File: src/rtl/mppt_pkg.sv
// Shared definitions for the P&O MPPT duty controller: default widths,
// duty limits and the FSM state encoding.
package mppt_pkg;

  localparam int PW_DEF     = 12;
  localparam int DW_DEF     = 12;
  localparam int STEP_DEF   = 16;
  localparam int D_MIN_DEF  = 205;
  localparam int D_MAX_DEF  = 3890;
  localparam int D_INIT_DEF = 2048;
  localparam int SETTLE_DEF = 1000;

  // IDLE: loop disabled; SETTLE: converter settling after a duty change;
  // WAITS: waiting for a power sample; EVAL: one-cycle decision step
  typedef enum logic [1:0] {
    ST_IDLE   = 2'd0,
    ST_SETTLE = 2'd1,
    ST_WAITS  = 2'd2,
    ST_EVAL   = 2'd3
  } state_e;

  // True when a duty value sits exactly on one of the clamp limits
  function automatic logic at_limit(input int value, input int lo, input int hi);
    return (value == lo) || (value == hi);
  endfunction

endpackage

File: src/rtl/po_duty_ctrl_pwm_gen.sv
// PWM generator: free-running counter, shadow duty register reloaded only
// at the counter wrap, and a registered compare output.
module pwm_gen
  import mppt_pkg::*;
#(
  parameter int DW     = DW_DEF,
  parameter int D_INIT = D_INIT_DEF
) (
  input  logic          clk,
  input  logic          rst,
  input  logic          en,
  input  logic [DW-1:0] duty,
  output logic          pwm
);

  localparam logic [DW-1:0] CNT_LAST = '1;

  logic [DW-1:0] pwm_cnt_q, pwm_cnt_d;
  logic [DW-1:0] duty_act_q, duty_act_d;
  logic          pwm_q, pwm_d;

  // Next-state: count, reload the shadow duty at the end of a period so a
  // new duty never lands mid-period, and compare against the shadow copy
  always_comb begin
    pwm_cnt_d  = pwm_cnt_q + DW'(1);
    duty_act_d = duty_act_q;
    if (pwm_cnt_q == CNT_LAST) begin
      duty_act_d = duty;
    end
    pwm_d = en & (pwm_cnt_q < duty_act_q);
  end

  // PWM registers
  always_ff @(posedge clk or posedge rst) begin
    if (rst) begin
      pwm_cnt_q  <= '0;
      duty_act_q <= DW'(D_INIT);
      pwm_q      <= 1'b0;
    end else begin
      pwm_cnt_q  <= pwm_cnt_d;
      duty_act_q <= duty_act_d;
      pwm_q      <= pwm_d;
    end
  end

  assign pwm = pwm_q;

endmodule

File: src/rtl/po_duty_ctrl.sv
// Sequential core of the P&O MPPT loop: latches power samples, holds the
// previous sample and criterion for the external criterion stage, steps the
// duty cycle with saturation and drives the PWM generator.
module po_duty_ctrl
  import mppt_pkg::*;
#(
  parameter int PW     = PW_DEF,
  parameter int DW     = DW_DEF,
  parameter int STEP   = STEP_DEF,
  parameter int D_MIN  = D_MIN_DEF,
  parameter int D_MAX  = D_MAX_DEF,
  parameter int D_INIT = D_INIT_DEF,
  parameter int SETTLE = SETTLE_DEF
) (
  input  logic          clk,
  input  logic          rst,
  input  logic          en,
  input  logic          sample_vld,
  input  logic [PW-1:0] pot_in,
  input  logic          cri_i,
  output logic [PW-1:0] pot_act,
  output logic [PW-1:0] pot_ant,
  output logic          cri,
  output logic [DW-1:0] duty,
  output logic          pwm,
  output logic          sat,
  output logic          busy
);

  // Duty arithmetic runs one bit wider and signed so that stepping below
  // zero or past the top is visible before clamping
  localparam int AW  = DW + 1;
  localparam int SCW = (SETTLE > 1) ? $clog2(SETTLE) : 1;

  localparam logic signed [AW-1:0] STEP_S  = AW'(STEP);
  localparam logic signed [AW-1:0] D_MIN_S = AW'(D_MIN);
  localparam logic signed [AW-1:0] D_MAX_S = AW'(D_MAX);
  localparam logic [SCW-1:0]       SETTLE_LAST = SCW'(SETTLE - 1);

  state_e          state_q, state_d;
  logic [SCW-1:0]  settle_cnt_q, settle_cnt_d;
  logic [PW-1:0]   pot_act_q, pot_act_d;
  logic [PW-1:0]   pot_ant_q, pot_ant_d;
  logic            cri_q, cri_d;
  logic [DW-1:0]   duty_q, duty_d;
  logic            sat_q, sat_d;
  logic            first_q, first_d;

  logic signed [AW-1:0] duty_ext;
  logic signed [AW-1:0] duty_step;
  logic signed [AW-1:0] duty_clamp;
  logic [DW-1:0]        duty_next;

  // Candidate duty for this evaluation: step in the criterion direction,
  // then clamp into the allowed operating window
  always_comb begin
    duty_ext  = $signed({1'b0, duty_q});
    duty_step = cri_i ? (duty_ext + STEP_S) : (duty_ext - STEP_S);
    duty_clamp = duty_step;
    if (duty_step > D_MAX_S) begin
      duty_clamp = D_MAX_S;
    end else if (duty_step < D_MIN_S) begin
      duty_clamp = D_MIN_S;
    end
    duty_next = duty_clamp[DW-1:0];
  end

  // FSM next-state and register updates; dropping en from any state parks
  // the loop in IDLE while leaving all tracking registers untouched
  always_comb begin
    state_d      = state_q;
    settle_cnt_d = settle_cnt_q;
    pot_act_d    = pot_act_q;
    pot_ant_d    = pot_ant_q;
    cri_d        = cri_q;
    duty_d       = duty_q;
    sat_d        = sat_q;
    first_d      = first_q;

    case (state_q)
      ST_IDLE: begin
        if (en) begin
          state_d      = ST_SETTLE;
          settle_cnt_d = '0;
        end
      end

      ST_SETTLE: begin
        if (!en) begin
          state_d = ST_IDLE;
        end else if (settle_cnt_q == SETTLE_LAST) begin
          state_d = ST_WAITS;
        end else begin
          settle_cnt_d = settle_cnt_q + SCW'(1);
        end
      end

      ST_WAITS: begin
        if (!en) begin
          state_d = ST_IDLE;
        end else if (sample_vld) begin
          pot_act_d = pot_in;
          state_d   = ST_EVAL;
        end
      end

      ST_EVAL: begin
        if (!en) begin
          state_d = ST_IDLE;
        end else begin
          state_d      = ST_SETTLE;
          settle_cnt_d = '0;
          pot_ant_d    = pot_act_q;
          if (first_q) begin
            first_d = 1'b0;
          end else begin
            cri_d  = cri_i;
            duty_d = duty_next;
            sat_d  = at_limit(int'(duty_next), D_MIN, D_MAX);
          end
        end
      end

      default: begin
        state_d = ST_IDLE;
      end
    endcase
  end

  // Control and data registers
  always_ff @(posedge clk or posedge rst) begin
    if (rst) begin
      state_q      <= ST_IDLE;
      settle_cnt_q <= '0;
      pot_act_q    <= '0;
      pot_ant_q    <= '0;
      cri_q        <= 1'b1;
      duty_q       <= DW'(D_INIT);
      sat_q        <= 1'b0;
      first_q      <= 1'b1;
    end else begin
      state_q      <= state_d;
      settle_cnt_q <= settle_cnt_d;
      pot_act_q    <= pot_act_d;
      pot_ant_q    <= pot_ant_d;
      cri_q        <= cri_d;
      duty_q       <= duty_d;
      sat_q        <= sat_d;
      first_q      <= first_d;
    end
  end

  pwm_gen #(
    .DW     (DW),
    .D_INIT (D_INIT)
  ) u_pwm_gen (
    .clk  (clk),
    .rst  (rst),
    .en   (en),
    .duty (duty_q),
    .pwm  (pwm)
  );

  assign pot_act = pot_act_q;
  assign pot_ant = pot_ant_q;
  assign cri     = cri_q;
  assign duty    = duty_q;
  assign sat     = sat_q;
  assign busy    = (state_q == ST_SETTLE) || (state_q == ST_EVAL);

endmodule

File: config.mk
export PLATFORM = sky130hd
export DESIGN_NAME = po_duty_ctrl
export DESIGN_NICKNAME = d
export VERILOG_FILES = /design/src/rtl/mppt_pkg.sv /design/src/rtl/po_duty_ctrl_pwm_gen.sv /design/src/rtl/po_duty_ctrl.sv
export SDC_FILE = /design/constraint.sdc
export NUM_CORES = 1
export LEC_CHECK = 0
export CAP_MARGIN = 20
export CORE_ASPECT_RATIO = 0.5
export CORE_MARGIN = 1
export CORE_UTILIZATION = 50
export DETAILED_ROUTE_END_ITERATION = 12
export PLACE_DENSITY = 0.84
export REMOVE_ABC_BUFFERS = 1
export SYNTH_ARGS = -nofsm -noshare
export SYNTH_HDL_FRONTEND = slang
export SYNTH_SLANG_ARGS = --single-unit
export TNS_END_PERCENT = 50
File: constraint.sdc
create_clock -name clk -period 2.3 [get_ports clk]
set_clock_uncertainty 0.05 [all_clocks]
set_input_delay 0.46 -clock clk [delete_from_list [all_inputs] [get_ports clk]]
set_output_delay 0.46 -clock clk [all_outputs]
set_load 0.05 [all_outputs]
# [Yosys cells after proc, flatten, opt, wreduce, memory -nomap -nowiden]
# Cells that the tools add are included.
[totals] ff_bits=76 in_bits=17 word_cells=57 out_inout_bits=40
[op_classes] reduce_logical=10 magnitude_cmp=3 bitwise=2 n_mux=14 eq_ne=13 addsub=4
[ops] cell="$mux W10" count=3
[ops] cell="$eq A12 B9 Y1 const B" count=2
[ops] cell="$mux W12" count=2
[ops] cell="$pmux W10 S2" count=1
[ops] cell="$add A12 B5 Y13 const B" count=1
[ops] cell="$gt A13 B13 Y1 const B" count=1
[ops] cell="$lt A13 B9 Y1 const B" count=1
[ops] cell="$mux W13" count=1
[ops] cell="$sub A12 B5 Y13 const B" count=1
[ops] cell="$add A12 B1 Y12 const B" count=1
[ops] cell="$eq A12 B12 Y1 const B" count=1
[ops] cell="$lt A12 B12 Y1" count=1
[ops] cell="$add A10 B1 Y10 const B" count=1
[ops] cell="$eq A10 B10 Y1 const B" count=1
[ops] cell="$mux W2" count=5
[ops] cell="$reduce_and A3 Y1" count=3
[ops] cell="$pmux W2 S4" count=1
[ops] cell="$ne A2 B2 Y1 const B" count=3
[ops] cell="$ne A3 B3 Y1 const B" count=2
[ops] cell="$eq A2 B2 Y1 const B" count=2
[ops] cell="$reduce_and A4 Y1" count=1
[ops] cell="$eq A2 B1 Y1 const B" count=1
[ops] cell="$logic_not A2 Y1" count=1
[ops] cell="$logic_or A1 B1 Y1" count=2
[ops] cell="other kinds (7)" count=7

# [Logic depth before layout (Yosys ltp)]
[depth] ltp_word=7 ltp_mapped=10 depth_no_buf=9

# [Cells and area by module]
# A second synthesis with hierarchy kept.
[unflattened] cells_unflattened=373 hier_area_um2=4149.0
[by_module_without_submodules] module="po_duty_ctrl" seq_area_each_um2=1280.0 instances=1 area_per_inst_um2=2836.5 cells_each=266
[by_module_without_submodules] module="pwm_gen" seq_area_each_um2=626.9 instances=1 area_per_inst_um2=1312.5 cells_each=107

# [Least setup slack after synthesis]
# OpenSTA, ideal clock, no wires.
[synth_path] path_kind="reg2reg" start="register duty_q[4] (netlist: duty[4])" end="register duty_q[6] (netlist: duty[6])" n_path_buf=0 path_slack_ns=-0.422 arrival_time_ns=2.552 required_time_ns=2.129 setup_time_ns=0.121 path_stages_with_launch=9 synth_period_minus_slack_ns=2.722 cell_sequence="dfrtp_1 -> fa_1 -> a21o_1 -> a21oi_2 -> nor4b_1 -> o22ai_1 -> nor4_1 -> nor2_1 -> a22o_1"
[synth_between] elab_chain_cells=5 elab_cells_between_ends=7 classes_between="2 x add/sub; 2 x order compare; 3 x mux"
[synth_lines] item="start: declaration" line_no="po_duty_ctrl.sv:45" text="logic [DW-1:0] duty_q, duty_d;"
[synth_lines] item="start signal: assignment" line_no="po_duty_ctrl.sv:138" text="duty_q <= DW'(D_INIT);"
[synth_lines] item="start signal: assignment" line_no="po_duty_ctrl.sv:147" text="duty_q <= duty_d;"
[synth_lines] item="$sub A12 B5 Y13 or $add A12 B5 Y13 (tied branches)" line_no="po_duty_ctrl.sv:58" text="duty_step = cri_i ? (duty_ext + STEP_S) : (duty_ext - STEP_S);"
[synth_lines] item="$mux W13 (*)" line_no="po_duty_ctrl.sv:58"
[synth_lines] item="$lt A13 B9 Y1" line_no="po_duty_ctrl.sv:62" text="end else if (duty_step < D_MIN_S) begin"
[synth_lines] item="$mux W12" line_no="po_duty_ctrl.sv:62"
[synth_lines] item="$mux W12 (*)" line_no="po_duty_ctrl.sv:60" text="if (duty_step > D_MAX_S) begin"
# Every way passes the cells marked *; elsewhere a longest branch is shown, timed or not.
# A chain may end at the register's enable or synchronous reset.

# [Final worst setup path]
[layout_path] start="register duty_q[6] (netlist: duty[6])" end="register duty_q[6] (netlist: duty[6])"
# The elaborated chain is that of the path after synthesis.

==> out/metrics.yaml <==
final_util: 0.738
violations: "negative setup slack"
cp_max_fo: 4
layout_min_cycle_time_ns: 2.54
fmax_mhz: 394
min_period_over_period: 1.10
worst_pin_slew_ns: 0.558
top_usage_layer: "met2"
clockBufferDepth: 2
muxShareOfSynthArea: 0.0747
h-tree-depth: 3
status: "finished, violations left"
crit_chain: "ha_2, o21ai_0, or3b_2, o311ai_2, nor3_2, and2_1, or3_1, a22o_1"
gp_congestion: 0.887
grt_use_total: 0.276
crit_family: "simple AND/OR/NAND/NOR gates"
vias_per_cell: 5.79
synth_ff_type: "dfrtp_1"
cts_buffers: 9
rsz0062_at_grt: "true"
io_pins: 57
grt_pass1_wl_um: 17500
firstDrtPassIters: 5
grt_pass1_vias: 3585
synth-adder-area-share: 0.0821
path_clk_slew_ns: 0.06
synth_top_area_cell: "dfrtp_1"
hp-class: "reg -> reg"
syn_to_final_growth_pct: 38.2
place_area_mm2: 0.00502
start_kind: "register"
fin_setup_tns_ns: -2.00
yosysSeqAreaShare: 0.470
clk_latency_ns: 0.33
p_leak_nw: 2.47
postSynthCellCount: 388
drc: 0
critical_path_arrival_ns: 2.71
clock-sinks: 76
setup_viol: 12
synthesis.area_mm2: 0.00406
synth_compound_area_frac: 0.153
rows: 22
worst-path-buf-inv: 0
die_h_um: 65.7
via_count: 3493
drive_above_1_share: 0.289
stdcell_area_mm2: 0.00561
cts_tree: "built"
synth_xor_area_frac: 0.0367
synth_cell_types: 59
cts_root_buffer: "clkbuf_16"
synth_top_family_by_area: "compound AO/OA/AOI/OAI gates"
async_reset_ff_frac: 1.00
post-dp-hpwl_um: 6570
io_buffers: 56
critPathKind: "reg -> reg"
first_iter_violations: 251
yosys.area.top_type_share: 0.444
avgSynthCellArea_um2: 10.5
layout_common_cells: "dfrtp_1 (71), clkdlybuf4s50_1 (53), buf_4 (45)"
core_area_mm2: 0.00760
synth-simple-area-share: 0.147
whs_ns: 0.432
cpPeakStageDelay_ns: 0.47
die_x_um: 129
wirelength_um: 10700
grt_max_degree: 77
p_per_area_mw_per_mm2: 1460
stdcell_count: 603
cp-end-kind: "register"
grtUsageMet1: 0.327
timing.final.hold_violations: 0
grt_util_met3: 0.0741
grt_util_met2: 0.455
start_util: 0.534
finalPower_mw: 8.18
final_common_cell: "dfrtp_1"
critPathSlowestCell: "or3b_2"
ant_nets: 0
ys_ff_latch: 76
required_ns: 2.47
yosys-top-cells-area: "dfrtp_1 (44%), ha_1 (7.7%), mux2_2 (6.9%)"
antenna_cells: 0
place_inst: 583
pre_cts_slack_ns: -1.08
setup_ws_ns: -0.239
drv_slew: 0
wl_per_cell_um: 17.7
grt-ovfl-total: 0
synth_edf_count: 0
max_slew_margin: 0.627
ir_worst_vdd_uv: 947
max_cap_violations: 0
ys_warn_count: 0
antenna_found_initial: 0
nets: 533
die_area_mm2: 0.00850
==> synth_stat cells (all sizes together) (2+ instances only) <==
cell type and n:
a211oi 3, a21o 6, a21oi 12, a221oi 2, a22o 3, a311oi 2
a31oi 2, and2 7, and3 3, buf 4, clkbuf 8, dfrtp 72
dfstp 4, ha 25, inv 23, mux2 26, nand2 36, nand2b 9
nand3 13, nand4 5, nor2 19, nor2b 5, nor3 3, nor3b 2
nor4 2, o211ai 2, o21a 5, o21ai 31, o31ai 11, or2 5
or3 4, xnor2 12, xor2 5
==> layer usage <==
metal  routed length [um]  part of all wire  vias up
met5                    0                 0        -
met4                  499             0.047        0
met3                  692             0.065       53
met2                 5040              0.47      169
met1                 4430              0.42     1689
li1                     -                 -     1582
==> report_power, final <==
| group | switching, mW | internal, mW | total [mW] |
|---|---|---|---|
| sequential | 0.293 | 1.69 | 1.99 |
| clock | 0.526 | 0.895 | 1.42 |
| combinational | 2.80 | 1.98 | 4.78 |
==> flip-flops by register name, summed over array words and instances (netlist names) <==
name and cells:
u_pwm_gen.duty_act_q 12, first_q 1, cri 1, sat 1, pot_ant 12, state_q 2
u_pwm_gen.pwm 1, pot_act 12, u_pwm_gen.pwm_cnt_q 12, settle_cnt_q 10, duty 12
==> final cells by class <==
| class | instances | area (um^2) |
|---|---|---|
| sequential | 76 | 1910 |
| multi-input combinational | 277 | 2240 |
| clock inverter | 4 | 47.5 |
| fill | 489 | 1990 |
| inverter | 23 | 91.3 |
| tap | 108 | 135 |
| timing repair buffer | 103 | 928 |
| clock buffer | 12 | 256 |
==> tightest hold or removal path: cells and delay by family (launching register included) <==
family	cells	cell delay (ns)
AND/OR/NAND/NOR	1	0.04
flip-flops	1	0.37
AO/OA/AOI/OAI	1	0.06
==> cells by family (layout without fill, tap and decap cells) <==
group	after synthesis	count (layout)
AO/OA/AOI/OAI	90	90
XOR/XNOR	17	17
adder cells (fa/ha/maj)	26	26
buffers and inverters	35	142
flip-flops	76	76
multiplexers	27	27
AND/OR/NAND/NOR	117	117
==> final timing paths <==
| check | slack [ns] | from | end | depth (start not counted) |
|---|---|---|---|---|
| min in group asynchronous | 0.48 | rst | duty[8] | 3 |
| worst min register to register | 0.43 | cri | cri | 2 |
| worst min-delay path | 0.43 | cri | cri | 2 |
| worst max-delay path | -0.24 | duty[6] | duty[6] | 8 |
| max in group asynchronous | 1.38 | rst | duty[5] | 3 |
| worst max register to register | -0.24 | duty[6] | duty[6] | 8 |
==> timing repair <==
item                                    CTS  global route
pin swaps                                10             4
gates cloned                              0             0
hold buffers                              0             0
setup buffers                             4             1
resized for setup                        39            16
endpoints found under the setup margin   13            21
Power figures use the tool's default switching activity.
